<file path="src/rtl/rf_write_arbiter.sv">
// -----------------------------------------------------------------------------
// rf_write_arbiter
//
// Write-side front end for the 32x32 register file. Merges the in-order ALU
// writeback stream and a long-latency unit (load/mul/div) into the single
// register-file write port A3/WD3/WE3. Long-latency results wait in a small
// FIFO. ALU writes always win. A scoreboard query reports whether a register
// still has a queued write pending.
//
// Ports:
//   CLK               clock, all state updates on posedge
//   RST               asynchronous, active-low reset
//   alu_we/rd/wd      ALU result; always accepted, never stalled
//   lu_valid/rd/wd    long-unit result offered
//   lu_ready          FIFO can accept (!full), 0 while in reset
//   q_rd, q_busy      scoreboard query: a live queued write targets q_rd
//   pend_cnt          occupied FIFO entries (live and killed)
//   A3/WD3/WE3        registered register-file write port
//
// Handshake (lu_valid/lu_ready): a result transfers on a posedge where both
// are high. lu_ready depends only on FIFO occupancy and reset, never on
// lu_valid. The producer holds lu_rd/lu_wd stable while lu_valid is high and
// lu_ready is low. A transfer with lu_rd==0 completes but stores nothing.
// -----------------------------------------------------------------------------
module rf_write_arbiter #(
    parameter int DEPTH = 4,
    parameter int PTR_W = 2
) (
    input  logic             CLK,
    input  logic             RST,
    input  logic             alu_we,
    input  logic [4:0]       alu_rd,
    input  logic [31:0]      alu_wd,
    input  logic             lu_valid,
    input  logic [4:0]       lu_rd,
    input  logic [31:0]      lu_wd,
    output logic             lu_ready,
    input  logic [4:0]       q_rd,
    output logic             q_busy,
    output logic [PTR_W:0]   pend_cnt,
    output logic [4:0]       A3,
    output logic [31:0]      WD3,
    output logic             WE3
);

    localparam logic [PTR_W:0]   FULL_CNT = (PTR_W + 1)'(DEPTH);
    localparam logic [PTR_W:0]   ONE_CNT  = {{PTR_W{1'b0}}, 1'b1};
    localparam logic [PTR_W-1:0] ONE_PTR  = {{(PTR_W - 1){1'b0}}, 1'b1};

    logic [DEPTH-1:0] live_q;
    logic [4:0]       rd_mem [DEPTH];
    logic [31:0]      wd_mem [DEPTH];
    logic [PTR_W-1:0] head_q;
    logic [PTR_W-1:0] tail_q;
    logic [PTR_W:0]   cnt_q;
    logic [PTR_W:0]   cnt_nxt;

    logic alu_wr;
    logic push;
    logic store;
    logic pop;

    // An ALU write to x0 is not a write, so it does not block a pop.
    assign alu_wr   = alu_we && (alu_rd != 5'd0);
    assign lu_ready = RST && (cnt_q != FULL_CNT);
    assign push     = lu_valid && lu_ready;
    // x0 results complete the handshake but are never stored.
    assign store    = push && (lu_rd != 5'd0);
    assign pop      = !alu_wr && (cnt_q != '0);
    assign pend_cnt = cnt_q;

    always_comb begin
        cnt_nxt = cnt_q;
        if (store && !pop) begin
            cnt_nxt = cnt_q + ONE_CNT;
        end else if (!store && pop) begin
            cnt_nxt = cnt_q - ONE_CNT;
        end
    end

    // Live bits are cleared on pop, so a set live bit always belongs to an
    // entry still stored in the FIFO.
    always_comb begin
        q_busy = 1'b0;
        for (int i = 0; i < DEPTH; i++) begin
            if (live_q[i] && (rd_mem[i] == q_rd) && (q_rd != 5'd0)) begin
                q_busy = 1'b1;
            end
        end
    end

    always_ff @(posedge CLK or negedge RST) begin
        if (!RST) begin
            A3     <= 5'd0;
            WD3    <= 32'd0;
            WE3    <= 1'b0;
            head_q <= '0;
            tail_q <= '0;
            cnt_q  <= '0;
            live_q <= '0;
            for (int i = 0; i < DEPTH; i++) begin
                rd_mem[i] <= 5'd0;
                wd_mem[i] <= 32'd0;
            end
        end else begin
            // Output stage: ALU first, then FIFO head, else hold address/data.
            if (alu_wr) begin
                A3  <= alu_rd;
                WD3 <= alu_wd;
                WE3 <= 1'b1;
            end else if (pop) begin
                A3  <= rd_mem[head_q];
                WD3 <= wd_mem[head_q];
                WE3 <= live_q[head_q];
            end else begin
                WE3 <= 1'b0;
            end

            // WAW kill: older queued writes to the ALU's rd must not land
            // after the ALU value. Only entries already stored are affected;
            // a same-cycle push is set live below and wins.
            for (int i = 0; i < DEPTH; i++) begin
                if (alu_wr && (rd_mem[i] == alu_rd)) begin
                    live_q[i] <= 1'b0;
                end
            end

            if (pop) begin
                live_q[head_q] <= 1'b0;
                head_q         <= head_q + ONE_PTR;
            end

            if (store) begin
                rd_mem[tail_q] <= lu_rd;
                wd_mem[tail_q] <= lu_wd;
                live_q[tail_q] <= 1'b1;
                tail_q         <= tail_q + ONE_PTR;
            end

            cnt_q <= cnt_nxt;
        end
    end

endmodule

</file>
<file path="config.mk">
export PLATFORM = sky130hd
export DESIGN_NAME = rf_write_arbiter
export DESIGN_NICKNAME = d
export VERILOG_FILES = /design/src/rtl/rf_write_arbiter.sv
export SDC_FILE = /design/constraint.sdc
export NUM_CORES = 1
export LEC_CHECK = 0
export CAP_MARGIN = 30
export CORE_MARGIN = 4
export CORE_UTILIZATION = 56
export CTS_CLUSTER_DIAMETER = 150
export CTS_CLUSTER_SIZE = 30
export DETAILED_ROUTE_END_ITERATION = 12
export HOLD_SLACK_MARGIN = 0.15
export PLACE_DENSITY = 0.91
export SLEW_MARGIN = 40
export SYNTH_ARGS = -nofsm -noshare
export SYNTH_HDL_FRONTEND = slang
export SYNTH_SLANG_ARGS = --single-unit
</file>
<file path="constraint.sdc">
create_clock -name CLK -period 2.7 [get_ports CLK]
set_input_delay 0.405 -clock CLK [delete_from_list [all_inputs] [get_ports CLK]]
set_output_delay 0.405 -clock CLK [all_outputs]
set_load 0.03 [all_outputs]
</file>
==> metrics <==
clock sinks 197; Worst Path Required 2.30 ns; Post-DP HPWL 14.8 mm; # IOs 126; vias in the first global route 6505; CP Launch Point q_rd[2]; Tmin final 2.50 ns; crit path max-delay cell type clkdlybuf4s50_1; Internal 9.34 mW; Net Sw Power 4.88 mW; CTS root buf clkbuf_16; asr flop ratio synth 100%; Routed WL 21.3 mm; largest net degree at the start of global routing 140; grt ovf 0; YS warnings 0; final setup vio count 0; Worst-path clk slew 0.07 ns; largest area contributor in the netlist dfrtp_1; Sw Ratio 34.3%; Layout Area Growth over Synthesis 21.2%; Avg Inst Size Synth 14.9 um^2; Commonest cells post-synth 197 x dfrtp_1, 76 x mux2_4, 75 x mux2_2; Comb pwr share 44.0%; RSZ-0062 raised after global routing no; CTS Hold Bufs 0; row cnt 47; layout cells sized above 1 33.2%; Crit Path Class input pin to output port; syn nets 745; Starting Density 57.9%; FF+latch count, synth 197; Worst Clk Skew 0.00990 ns; drt pass-1 iters 6; core area 16800 um^2; Setup WS post-layout 0.199 ns; GPL Wtd Cong 0.834; PortBufs 125; CP peak stage delay 0.55 ns; Slew Limit Headroom 47.2%; Tot GR Track Use 22.5%; die height 140 um; Sequential Power Share 39.0%; DP Cell Count 980; GR Layer Usage met1 28.7%; DR iter-0 viols 356; Worst setup endpoint q_busy; Pwr per Cell Area 1210 nW/um^2; number of max-cap violations 0; grt met3 use 5.39%; CTS Buf Count 17; Placement Setup Slack -0.0986 ns; first-pass GRT wire length 34.8 mm; CTS H-tree depth 4; LEAKAGE 5.47 nW; Post-CTS Setup Bufs 0; Startpoint Class input pin; count of cell types in the netlist 32; Inserted Diodes 0; capture point of the worst reg-to-reg path pend_cnt[2]$_DFFE_PN0P_; R2R Path Start pend_cnt[1]$_DFFE_PN0P_; worst hold path type input pin to asynchronous set/reset pin; die area 19500 um^2; Worst-Skew Late Latency 0.44 ns; routed length per placed instance 21.0 um; endpoint type of the worst setup path output port; Final Cycle Share 92.6%; Data arrival, critical path 2.10 ns; Synth area leaders dfrtp_1 51%, mux2_4 12%, mux4_2 8.8%; Worst Path Max Fanout 5; initial antenna violation count 0; fin. max-slew vios 0; achievable frequency 400 MHz; Vias/cell 5.68; Clock Power Share 17.0%; Seq/Total Area, Yosys 50.8%; CTS Buffer Depth 2; Residual DRC 0; CTS tree done; number of flops mapped to enable cells by yosys 0; via count 5746; final hold violation count 0; Worst-Margin Slew 0.791 ns; count leader, synth dfrtp_1; CP Cell Sequence clkdlybuf4s50_1 > xor2_1 > nor4_1 > nand3_1 > nand4_1 > o21a_1 > buf_4; Routed Antenna Nets 0; VDD IR-drop max 671 uV; GR peak layer met2; Die W 140 um; r2r worst-path depth 8; post-synthesis cell area 9710 um^2; most common flop cell mapped by yosys dfrtp_1; Synth top area share 50.8%; Mapped Cells 652; Worst R2R Setup Slack 0.55 ns; Finished Layout Cells 1012; status complete, no violations; met2 usage 39.0%; Nets 872; cts repair resizes 0
worst min path at each step:
stage,endpoint,slack [ns],depth (start not counted)
2_1_floorplan,A3[0]$_DFFE_PN0P_,0.11,0
3_3_place_gp,wd_mem[38]$_DFFE_PN0P_,0.48,1
3_5_place_dp,wd_mem[33]$_DFFE_PN0P_,0.49,1
4_1_cts,wd_mem[37]$_DFFE_PN0P_,0.17,2
5_1_grt,wd_mem[37]$_DFFE_PN0P_,0.19,2
6_report,wd_mem[37]$_DFFE_PN0P_,0.14,2
metrics by stage:
stage / hold slack, ns / instance area [um^2] / util [%] / power, mW / setup TNS, ns
CTS: 0.173 / 11800 / 70.2 / 14.3 / 0
detailed placement: 0.488 / 11200 / 66.9 / 11.9 / -0.384
finish: 0.137 / 11800 / 70.2 / 14.2 / 0
global placement: 0.481 / 11200 / 66.9 / 11.4 / 0
floorplan: 0.109 / 9710 / - / 9.90 / 0
global route: 0.193 / 11800 / 70.2 / 15.0 / 0
cell usage in the layout, fill, tap and decap left out, types with 4 or more instances in the layout:
master and instances:
clkdlybuf4s50_1 123, mux2i_1 36, buf_12 11, xnor2_1 19, clkbuf_16 17, nand3_1 12, nor4_1 8, ha_1 9
a21oi_1 35, dfrtp_1 195, nand2_1 8, inv_1 5, buf_4 21, xor2_1 26, mux4_2 38, nor2_1 37
mux2_2 75, o21ai_0 5, mux2_4 76, nand2_4 4, inv_6 5
registers in the layout, indices dropped and copies added, names as in the netlist:
signal and cells:
A3 5, WD3 32, WE3 1, head_q 2
live_q 4, pend_cnt 3, rd_mem 20, tail_q 2
wd_mem 128
power groups by stage:
stage	combinational [mW]	clock (mW)	sequential [mW]
6_report	6.25	2.42	5.54
5_1_grt	6.68	2.58	5.72
4_1_cts	6.33	2.46	5.53
3_5_place_dp	6.29	0	5.57
3_3_place_gp	6.05	0	5.39
2_1_floorplan	4.14	0	5.76
per-layer routing:
layer  vias up  share of wire (%)
met1      2976                 42
met5         -                  0
met2       154                 52
met4         0                1.4
li1       2597                  -
met3        19                4.7
logic make-up after synthesis:
family | Yosys count | synth area share [%]
mux | 225 | 33.0
simple gates | 75 | 3.76
xor+xnor | 45 | 4.06
compound gates | 46 | 2.54
buf+inv | 54 | 4.52
flops | 197 | 50.8
fa+ha+maj | 10 | 1.37
worst max-delay path: cells and delay by family:
family	cells	cell delay (ns)
buf+inv	2	0.70
xor+xnor	1	0.21
simple gates	3	0.65
compound gates	1	0.13
layout make-up:
type	count	area (um^2)
Fill cell	1094	4990
Sequential cell	197	4930
Multi-Input combinational cell	401	4350
Tap cell	220	275
Clock buffer	20	457
Clock inverter	12	95.1
Inverter	5	18.8
Timing Repair Buffer	157	1630
Power figures use the tool's default switching activity.
